===== src/rtl/fetch_sequencer_pkg.sv =====
// Shared types for the instruction-fetch sequencer: FSM states, fetch entry
// layout and the ROM legality check.
package fetch_pkg;
  localparam int INSTR_W = 32;
  localparam int ADDR_W  = 32;

  typedef enum logic {
    RUN   = 1'b0,
    FAULT = 1'b1
  } fetch_state_t;

  typedef struct packed {
    logic [ADDR_W-1:0]  pc;
    logic [INSTR_W-1:0] instr;
  } fetch_entry_t;

  // The 33-bit sum makes a PC that wraps past 2^32 fail the range test too.
  function automatic logic pc_legal(input logic [ADDR_W-1:0] pc,
                                    input logic [ADDR_W:0]   limit);
    return (pc[1:0] == 2'b00) && (({1'b0, pc} + 33'd4) <= limit);
  endfunction
endpackage


===== src/rtl/fetch_sequencer_if.sv =====
// Decode-side stream. Handshake: a beat transfers on a rising edge where
// out_valid && out_ready; out_valid never depends on out_ready.
interface fetch_sequencer_if;
  import fetch_pkg::*;

  logic               out_valid;
  logic               out_ready;
  logic [INSTR_W-1:0] out_instr;
  logic [ADDR_W-1:0]  out_pc;

  modport master (output out_valid, output out_instr, output out_pc, input out_ready);
  modport slave  (input out_valid, input out_instr, input out_pc, output out_ready);
endinterface


===== src/rtl/fetch_sequencer_fifo.sv =====
// Small synchronous FIFO of fetch entries. Flush beats push; a push into a
// full FIFO is accepted when a pop happens in the same cycle.
module fetch_fifo
  import fetch_pkg::*;
#(
  parameter int DEPTH = 2
) (
  input  logic                     clk,
  input  logic                     rst_n,
  input  logic                     push,
  input  logic                     pop,
  input  logic                     flush,
  input  fetch_entry_t             din,
  output fetch_entry_t             dout,
  output logic [$clog2(DEPTH):0]   count,
  output logic                     full,
  output logic                     empty
);
  localparam int AW = $clog2(DEPTH);

  fetch_entry_t    mem [DEPTH];
  logic [AW-1:0]   rd_ptr;
  logic [AW-1:0]   wr_ptr;
  logic            do_push;
  logic            do_pop;

  assign full    = (count == (AW+1)'(DEPTH));
  assign empty   = (count == '0);
  assign do_pop  = pop && !empty;
  assign do_push = push && (!full || do_pop);
  assign dout    = mem[rd_ptr];

  always_ff @(posedge clk or negedge rst_n) begin
    if (!rst_n) begin
      rd_ptr <= '0;
      wr_ptr <= '0;
      count  <= '0;
      for (int i = 0; i < DEPTH; i++) mem[i] <= '0;
    end else if (flush) begin
      rd_ptr <= '0;
      wr_ptr <= '0;
      count  <= '0;
    end else begin
      if (do_push) begin
        mem[wr_ptr] <= din;
        wr_ptr      <= wr_ptr + 1'b1;
      end
      if (do_pop) rd_ptr <= rd_ptr + 1'b1;
      count <= count + {{AW{1'b0}}, do_push} - {{AW{1'b0}}, do_pop};
    end
  end
endmodule


===== src/rtl/fetch_sequencer.sv =====
// Instruction-fetch controller: owns the PC, reads the combinational ROM,
// buffers {pc, instr} pairs for decode and handles redirects and bad PCs.
module fetch_sequencer
  import fetch_pkg::*;
#(
  parameter logic [31:0] RESET_PC  = 32'h0000_0000,
  parameter int          MEM_BYTES = 128,
  parameter int          DEPTH     = 2
) (
  input  logic                     clk,
  input  logic                     rst_n,
  output logic [ADDR_W-1:0]        imem_addr,
  input  logic [INSTR_W-1:0]       imem_instr,
  fetch_sequencer_if.master        dec,
  input  logic                     redirect_valid,
  input  logic [ADDR_W-1:0]        redirect_pc,
  output logic                     fault,
  output logic [ADDR_W-1:0]        fault_pc,
  output fetch_state_t             state,
  output logic [$clog2(DEPTH):0]   level
);
  localparam logic [ADDR_W:0] MEM_LIMIT = (ADDR_W+1)'(MEM_BYTES);

  fetch_state_t      state_q, state_d;
  logic [ADDR_W-1:0] pc_q, pc_d;
  logic [ADDR_W-1:0] fault_pc_q, fault_pc_d;
  logic              push, pop, flush, full, empty;
  fetch_entry_t      head, din;

  assign pop       = !empty && dec.out_ready;
  assign din       = '{pc: pc_q, instr: imem_instr};
  assign imem_addr = pc_q;

  // Redirect wins over everything; a pop in the same cycle still counts as taken.
  always_comb begin
    state_d    = state_q;
    pc_d       = pc_q;
    fault_pc_d = fault_pc_q;
    push       = 1'b0;
    flush      = 1'b0;
    if (redirect_valid) begin
      flush = 1'b1;
      if (pc_legal(redirect_pc, MEM_LIMIT)) begin
        pc_d    = redirect_pc;
        state_d = RUN;
      end else begin
        state_d    = FAULT;
        fault_pc_d = redirect_pc;
      end
    end else begin
      case (state_q)
        RUN: begin
          if (!pc_legal(pc_q, MEM_LIMIT)) begin
            state_d    = FAULT;
            fault_pc_d = pc_q;
          end else if (!full || pop) begin
            push = 1'b1;
            pc_d = pc_q + 32'd4;
          end
        end
        FAULT: ;
        default: state_d = FAULT;
      endcase
    end
  end

  always_ff @(posedge clk or negedge rst_n) begin
    if (!rst_n) begin
      state_q    <= RUN;
      pc_q       <= RESET_PC;
      fault_pc_q <= '0;
    end else begin
      state_q    <= state_d;
      pc_q       <= pc_d;
      fault_pc_q <= fault_pc_d;
    end
  end

  fetch_fifo #(.DEPTH(DEPTH)) u_fifo (
    .clk   (clk),
    .rst_n (rst_n),
    .push  (push),
    .pop   (pop),
    .flush (flush),
    .din   (din),
    .dout  (head),
    .count (level),
    .full  (full),
    .empty (empty)
  );

  assign dec.out_valid = !empty;
  assign dec.out_instr = empty ? '0 : head.instr;
  assign dec.out_pc    = empty ? '0 : head.pc;
  assign fault         = (state_q == FAULT);
  assign fault_pc      = fault_pc_q;
  assign state         = state_q;
endmodule

===== src/flat_wrapper.sv =====
// flat-port wrapper written by rule: the top's interface ports become plain ports
module fetch_sequencer_flat import fetch_pkg::*;
#(
  parameter logic [31:0] RESET_PC  = 32'h0000_0000,
  parameter int          MEM_BYTES = 128,
  parameter int          DEPTH     = 2
)
  (clk, rst_n, imem_addr, imem_instr, redirect_valid, redirect_pc, fault, fault_pc, state, level, dec_out_valid, dec_out_instr, dec_out_pc, dec_out_ready);
  fetch_sequencer_if dec_i ();
  input  logic clk;
  input  logic rst_n;
  output logic [ADDR_W-1:0] imem_addr;
  input  logic [INSTR_W-1:0] imem_instr;
  input  logic redirect_valid;
  input  logic [ADDR_W-1:0] redirect_pc;
  output logic fault;
  output logic [ADDR_W-1:0] fault_pc;
  output fetch_state_t state;
  output logic [$clog2(DEPTH):0] level;
  output wire logic [$bits(dec_i.out_valid)-1:0] dec_out_valid;
  output wire logic [$bits(dec_i.out_instr)-1:0] dec_out_instr;
  output wire logic [$bits(dec_i.out_pc)-1:0] dec_out_pc;
  input wire logic [$bits(dec_i.out_ready)-1:0] dec_out_ready;
  assign dec_out_valid = dec_i.out_valid;
  assign dec_out_instr = dec_i.out_instr;
  assign dec_out_pc = dec_i.out_pc;
  assign dec_i.out_ready = dec_out_ready;
  fetch_sequencer #(.RESET_PC(RESET_PC), .MEM_BYTES(MEM_BYTES), .DEPTH(DEPTH)) u_core (.clk(clk), .rst_n(rst_n), .imem_addr(imem_addr), .imem_instr(imem_instr), .dec(dec_i), .redirect_valid(redirect_valid), .redirect_pc(redirect_pc), .fault(fault), .fault_pc(fault_pc), .state(state), .level(level));
endmodule

===== config.mk =====
export PLATFORM = sky130hd
export DESIGN_NAME = fetch_sequencer_flat
export DESIGN_NICKNAME = d
export VERILOG_FILES = /design/src/rtl/fetch_sequencer_pkg.sv /design/src/rtl/fetch_sequencer_if.sv /design/src/rtl/fetch_sequencer_fifo.sv /design/src/rtl/fetch_sequencer.sv /design/src/flat_wrapper.sv
export SDC_FILE = /design/constraint.sdc
export NUM_CORES = 1
export LEC_CHECK = 0
export ABC_AREA = 1
export CORE_ASPECT_RATIO = 0.6
export CORE_MARGIN = 5
export CORE_UTILIZATION = 45
export CTS_BUF_LIST = sky130_fd_sc_hd__clkbuf_4 sky130_fd_sc_hd__clkbuf_8 sky130_fd_sc_hd__clkbuf_16
export DETAILED_ROUTE_END_ITERATION = 10
export GPL_TIMING_DRIVEN = 0
export HOLD_SLACK_MARGIN = 0.08
export PLACE_DENSITY = 0.69
export SLEW_MARGIN = 20
export SYNTH_ARGS = -nofsm -noshare
export SYNTH_HDL_FRONTEND = slang
export SYNTH_HIERARCHICAL = 1
export SYNTH_SLANG_ARGS = --single-unit

===== constraint.sdc =====
create_clock -name clk -period 5.1 [get_ports clk]
set_clock_uncertainty 0.1 [all_clocks]
set_input_delay 0.765 -clock clk [delete_from_list [all_inputs] [get_ports clk]]
set_output_delay 0.765 -clock clk [all_outputs]
set_load 0.03 [all_outputs]

# Word level (Yosys, flattened, before mapping)
# Cells that the tools add are included.
[op_classes]
addsub = 7
mul = 0
div_mod_pow = 0
order_cmp = 5
n_eq_ne = 5
n_shift = 0
muxes = 31
bitwise_logic = 3
n_reduce_logical = 20
[ops]
columns = ["cell", "n"]
rows = [
  ["32-bit 2-to-1 mux", 11],
  ["64-bit 2-to-1 mux", 4],
  ["128-bit bitwise mux", 1],
  ["32-bit by 3-bit adder with 33-bit output (second input constant)", 2],
  ["33-bit by 8-bit <= comparator with 1-bit output (second input constant)", 2],
  ["64-bit demux with 1-bit select", 1],
  ["32-bit by 3-bit adder with 32-bit output (second input constant)", 1],
  ["1-bit 2-to-1 mux", 13],
  ["2-bit nonzero test", 4],
  ["1-bit logical AND", 6],
  ["2-bit zero test", 3],
  ["2-bit inequality test (second input constant)", 3],
  ["2-bit >= comparator (second input constant)", 2],
  ["1-bit inverter with 2-bit output", 2],
  ["4-bit AND reduction", 1],
  ["3-bit AND reduction", 1],
  ["1-bit adder (second input constant)", 2],
  ["2-bit by 1-bit adder with 2-bit output", 1],
  ["2-bit == test (second input constant)", 1],
  ["1-bit zero test", 2],
  ["1-bit logical OR", 2],
  ["2-bit by 1-bit < comparator with 1-bit output (second input constant)", 1],
  ["2-bit 2-to-1 mux", 1],
  ["2-bit by 1-bit inequality test with 1-bit output (second input constant)", 1],
  ["other kinds (3)", 3],
]
[word_totals]
register_bits = 197
latchBits = 0
ramBits = 0
rom_bits = 0
inputBits = 68
output_inout_bits = 133
elab_cells = 81
mem_count = 0

# Depth between registers and ports, before layout
[logic_depth]
word_depth = 12
mapped_depth = 24
ltp_nobuf = 22

# By module
# Netlist, hierarchy kept.
[modules_own_cells]
columns = ["mod", "instances", "cells_each", "area_each_um2", "seq_area_each_um2"]
rows = [
  ["fetch_fifo", 1, 811, 6436.2, 3303.2],
  ["fetch_sequencer", 1, 942, 5407.7, 1626.6],
]

# Least setup slack after synthesis
# OpenSTA, ideal clock, no wires.
[synth_path]
path_kind = "flip-flop to flip-flop"
startpoint = "reg u_core.pc_q[2], in the netlist u_core/imem_addr[2]"
endpoint = "reg u_core.u_fifo.count[1]"
t_arrival_ns = 3.072
setup_slack_ns = 1.809
path_stages_with_launch = 22
period_less_slack_ns = 3.291
path_cell_list = "dfrtp_1 -> ha_1 -> nand3_1 -> inv_2 -> nand2_2 -> nor2_2 -> nand3_1 -> nand2_1 -> nand2_1 -> nor2_2 -> nand3_1 -> nor2_2 -> nand3_1 -> nor2_1 -> buf_2 -> buf_2 -> nand2_1 -> ha_1 -> inv_1 -> ha_1 -> a21oi_1 -> nor2_1"
[synth_between]
elab_chain_cells = 10
[synth_rtl]
columns = ["element", "line", "rtl"]
rows = [
  ["start, declared", "fetch_sequencer.sv:25", "logic [ADDR_W-1:0] pc_q, pc_d;"],
  ["start signal, assigned", "fetch_sequencer.sv:74", "pc_q <= pc_d;"],
  ["32-bit by 3-bit adder with 33-bit output", "fetch_sequencer_pkg.sv:20", "return (pc[1:0] == 2'b00) && (({1'b0, pc} + 33'd4) <= limit);"],
  ["33-bit by 8-bit <= comparator with 1-bit output", "fetch_sequencer_pkg.sv:20", ""],
  ["1-bit logical AND", "fetch_sequencer_pkg.sv:20", ""],
  ["1-bit 2-to-1 mux", "fetch_sequencer.sv:53", "if (!pc_legal(pc_q, MEM_LIMIT)) begin"],
  ["1-bit 2-to-1 mux", "fetch_sequencer.sv:51", "case (state_q)"],
  ["1-bit 2-to-1 mux", "fetch_sequencer.sv:41", "if (redirect_valid) begin"],
  ["net u_core.push", "fetch_sequencer.sv:27", "logic push, pop, flush, full, empty;"],
  ["1-bit logical AND", "fetch_sequencer_fifo.sv:30", "assign do_push = push && (!full || do_pop);"],
  ["2-bit by 1-bit adder with 2-bit output", "fetch_sequencer_fifo.sv:49", "count <= count + {{AW{1'b0}}, do_push} - {{AW{1'b0}}, do_pop};"],
  ["2-bit by 1-bit subtractor with 2-bit output", "fetch_sequencer_fifo.sv:49", ""],
  ["2-bit 2-to-1 mux", "fetch_sequencer_fifo.sv:39", "end else if (flush) begin"],
  ["end signal, assigned", "fetch_sequencer_fifo.sv:49", ""],
  ["end, declared", "fetch_sequencer_fifo.sv:15", "output logic [$clog2(DEPTH):0] count,"],
]
# The timed path passes the listed nets, and every way through them passes these cells.
# A chain may end at the register's enable or synchronous reset.

# Worst setup path in the final report
# Same ends and word-level chain as after synthesis.

==> metrics.md <==
| Metric | Value |
|---|---|
| Leading post-synthesis cells by cell area | `dfrtp_1 (42%), nand2_1 (24%), nand4_1 (9.3%)` |
| FILL cells | `approximately 2,600` |
| Final Hold Violating Endpoints | `0` |
| Reg power frac | `about 40%` |
| Cell taking the most area after synthesis | `dfrtp_1` |
| Power Dens Cells | `~330 nW/µm²` |
| CP Class | `reg2reg` |
| DRT iter0 DRCs | `approximately 1,600` |
| Dpl ws | `between 1000 and 1500 ps` |
| Clock share of power | `about 29%` |
| Pin count of the biggest net entering global routing | `84` |
| Setup bufs post-CTS | `0` |
| GRT Overall Usage | `about 30%` |
| H-tree depth | `4` |
| Synth async-reset ratio | `100%` |
| CP delay by family, top | `simple AND/OR/NAND/NOR gates` |
| Critical path peak fanout | `10` |
| Worst-Skew Late Latency | `450 ps` |
| Failing checks | `DRC` |
| Number of global-route vias before repair | `between 10,000 and 15,000` |
| Crit path largest cell delay | `roughly 590 ps` |
| Wire per inst | `19.0 µm` |
| Net Switching | `1.85 mW` |
| Reg2reg start | `u_core/imem_addr[2]` |
| Antenna Nets Post-Route | `0` |
| Post-Syn Nets | `1,824` |
| Comb pwr share | `about 31%` |
| Vias/cell | `5.44` |
| Max VDD drop | `~270 µV` |
| Detailed placer's ending HPWL | `34,100 µm` |
| Grt met2 use | `between 30% and 40%` |
| Clock-pin slew on the worst setup and hold paths | `roughly 70 ps` |
| Commonest cells in the netlist | `nand2_1 (770), dfrtp_1 (197), nand4_1 (176), nor2_1 (165), inv_1 (145)` |
| Yosys warning count | `6` |
| RSZ-0062 raised after global routing | `no` |
| Core Area | `~26,000 µm²` |
| Crit-path cells | `ha_1 -> nand3_1 -> inv_2 -> nand2_2 -> nor2_2 -> xor2_1 -> nand3_1 -> nor2_1 -> nand3_1 -> inv_2 -> nand3_1 -> nor2_1 -> buf_2 -> buf_2 -> nand2_1 -> ha_1 -> inv_1 -> ha_1 -> a21oi_1 -> nor2_1` |
| Area Growth Syn to Fin | `26.4%` |
| Storage cell area | `between 4000 and 5000 µm²` |
| Root Buffer | `clkbuf_16` |
| Reg2Reg Setup Slack | `between 800 and 900 ps` |
| CTS buffer count | `17` |
| DR DRC count | `1` |
| Ys flop type | `dfrtp_1` |
| Global-route met3 utilization | `9.65%` |
| PostCTS Resize Cnt | `0` |
| Flops & latches, synth | `roughly 200` |
| Cell-internal power | `between 3 and 4 mW` |
| Multi-input logic area | `between 5000 and 6000 µm²` |
| Avg Cell Area, Syn | `between 6 and 7 µm²` |
| Most used cell along the critical path | `nand3_1` |
| Post-synthesis sequential area ratio | `about two fifths` |
| Hold Buf Count CTS | `0` |
| Pre-antenna DRT Iters | `8` |
| Outcome | `finished with violations` |
| Busiest grt layer | `met1` |
| DRT Wirelength | `between 40,000 and 50,000 µm` |
| Initial core utilization | `a little under half` |
| Clock Tree Buf Depth | `2` |
| Leak | `approximately 7.5 nW` |
| CTS tree | `yes` |
| Diode count | `0` |
| Crit path required time | `between 5000 and 6000 ps` |
| Die height | `136 µm` |
| Final Setup Violations | `0` |
| CP endpoint kind | `flop` |
| IO buf count | `200` |
| Buf/Inv on CP | `5` |
| R2r endpoint | `u_core/u_fifo/count[1]` |
| Rel. slew slack | `between 50% and 60%` |
| DIE AREA | `between 20,000 and 30,000 µm²` |
| First-pass GRT wire length | `about 68,000 µm` |
| Routability cong. | `0.970` |
| Via count | `roughly 13,000` |
| I/O pin total | `201` |
| Die Wd | `219 µm` |
| Count of final max-slew check failures | `0` |
| NumNets Final | `2,045` |
| WP data arrival | `around 4500 ps` |
| Type of origin of the critical path | `flop` |
| EDFF count, synth | `0` |
| Period minus WS final | `between 4000 and 5000 ps` |
| Synth top area share | `between 40% and 50%` |
| Worst-Margin Slew | `717 ps` |
| Tot Pwr | `4.98 mW` |
| Met1 GRT Util | `about half` |
| Worst hold path type | `in2async` |
| Grt total ovfl | `0` |
| Max Freq | `around 230 MHz` |
| Final WS setup | `approximately 830 ps` |
| Synth Instances | `~1,800` |
| Switch share | `37.1%` |
| Cell area after synthesis | `approximately 12,000 µm²` |
| Slowest-stage cell, CP | `dfrtp_1` |
| Yosys cell types | `34` |
| FP Rows | `46` |
| Max-Cap Viols | `0` |
| Final Cycle Share | `between 80% and 90%` |
| Cells on worst reg2reg path | `20` |
| Count leader, synth | `nand2_1` |
| Ratio of cells with drive above 1 in the final layout | `just over 8%` |
| Initial antenna violation count | `0` |
| Clk sinks | `just under 200` |
[per-layer routing]
| layer | routed length [µm] | vias to the layer above |
|---|---|---|
| met2 | 16900 | 604 |
| met3 | 5010 | 32 |
| met4 | 397 | 0 |
| met5 | 0 | - |
| met1 | 22200 | 6098 |
| li1 | - | 6028 |
[placed cells by master (no fill, tap or decap), types with 17 or more instances in the layout]
cell type          n
nor2_1           165
nand2_1          770
nand4_1          176
a21oi_1           27
clkbuf_1          20
clkbuf_16         17
clkdlybuf4s50_1  199
buf_2             57
inv_1            145
o21ai_0           37
nand3_1           59
dfrtp_1          197
[stage by stage]
stage / TNS, ps / cells / utilization (%) / hold WS (ps) / area (µm²)
floorplan: 0 / 1753 / - / 342 / 11800
global placement: -1044430 / 2313 / 54.6 / 354 / 14300
detailed placement: 0 / 2315 / 54.8 / 358 / 14400
CTS: 0 / 2347 / 57.2 / 106 / 15000
global route: 0 / 2347 / 57.2 / 128 / 15000
finish: 0 / 2347 / 57.2 / 109 / 15000
[worst reg2reg max path, cell delays in order, from the launching register on]
cell and delay [ps]:
dfrtp_1 590, ha_1 310, nand3_1 230, inv_2 180, nand2_2 70, nor2_2 310
xor2_1 200, nand3_1 100, nor2_1 130, nand3_1 190, inv_2 120, nand3_1 120
nor2_1 180, buf_2 200, buf_2 300, nand2_1 120, ha_1 290, inv_1 40
ha_1 180, a21oi_1 150, nor2_1 70
[cell type report]
cell class,instances,share of cell area [%]
inverter,151,3.79
sequential,197,32.9
buffer,104,4.17
tap,360,3.01
multi-input combinational,1301,38.2
clock buffer,20,3.12
timing repair buffer,202,13.8
clock inverter,12,0.961
[state kept, by name, summed over array words and instances, names as in the netlist]
signal and flops:
u_core/fault 1, u_core/u_fifo/mem 128, u_core/u_fifo/count 2, u_core/imem_addr 32
u_core/u_fifo/rd_ptr 1, u_core/u_fifo/wr_ptr 1, u_core/fault_pc 32
[power by group through the flow]
stage | registers, mW | clock network, mW | logic [mW]
finish | 2.01 | 1.43 | 1.54
global route | 2.04 | 1.51 | 1.69
CTS | 2.01 | 1.45 | 1.53
detailed placement | 2.03 | 0 | 1.52
global placement | 2.03 | 0 | 1.49
floorplan | 2.18 | 0 | 0.727
[how the worst max path moves through the flow]
stage / from / to / slack (ps) / cells past startpoint
detailed placement: redirect_pc[8] / u_core/fault_pc[12] / 1030 / 15
global placement: rst_n / u_core/fault_pc[9] / -5330 / 1
floorplan: u_core/imem_addr[2] / u_core/u_fifo/count[1] / 1810 / 21
CTS: u_core/imem_addr[2] / u_core/u_fifo/count[1] / 960 / 23
finish: u_core/imem_addr[2] / u_core/u_fifo/count[1] / 830 / 20
global route: u_core/imem_addr[2] / u_core/u_fifo/count[1] / 660 / 24
[logic make-up (layout without fill, tap and decap cells)]
group / count (synthesis) / after routing / share of synthesized area, %
and+or+nand+nor: 1219 / 1219 / 44.3
buffers and inverters: 255 / 489 / 10.1
DFF: 197 / 197 / 41.6
AOI/OAI and AO/OA: 71 / 71 / 3.10
xor gates and xnor gates: 8 / 8 / 0.592
adders and majority gates: 3 / 3 / 0.317
No activity file was read; power rests on OpenSTA's default activity.
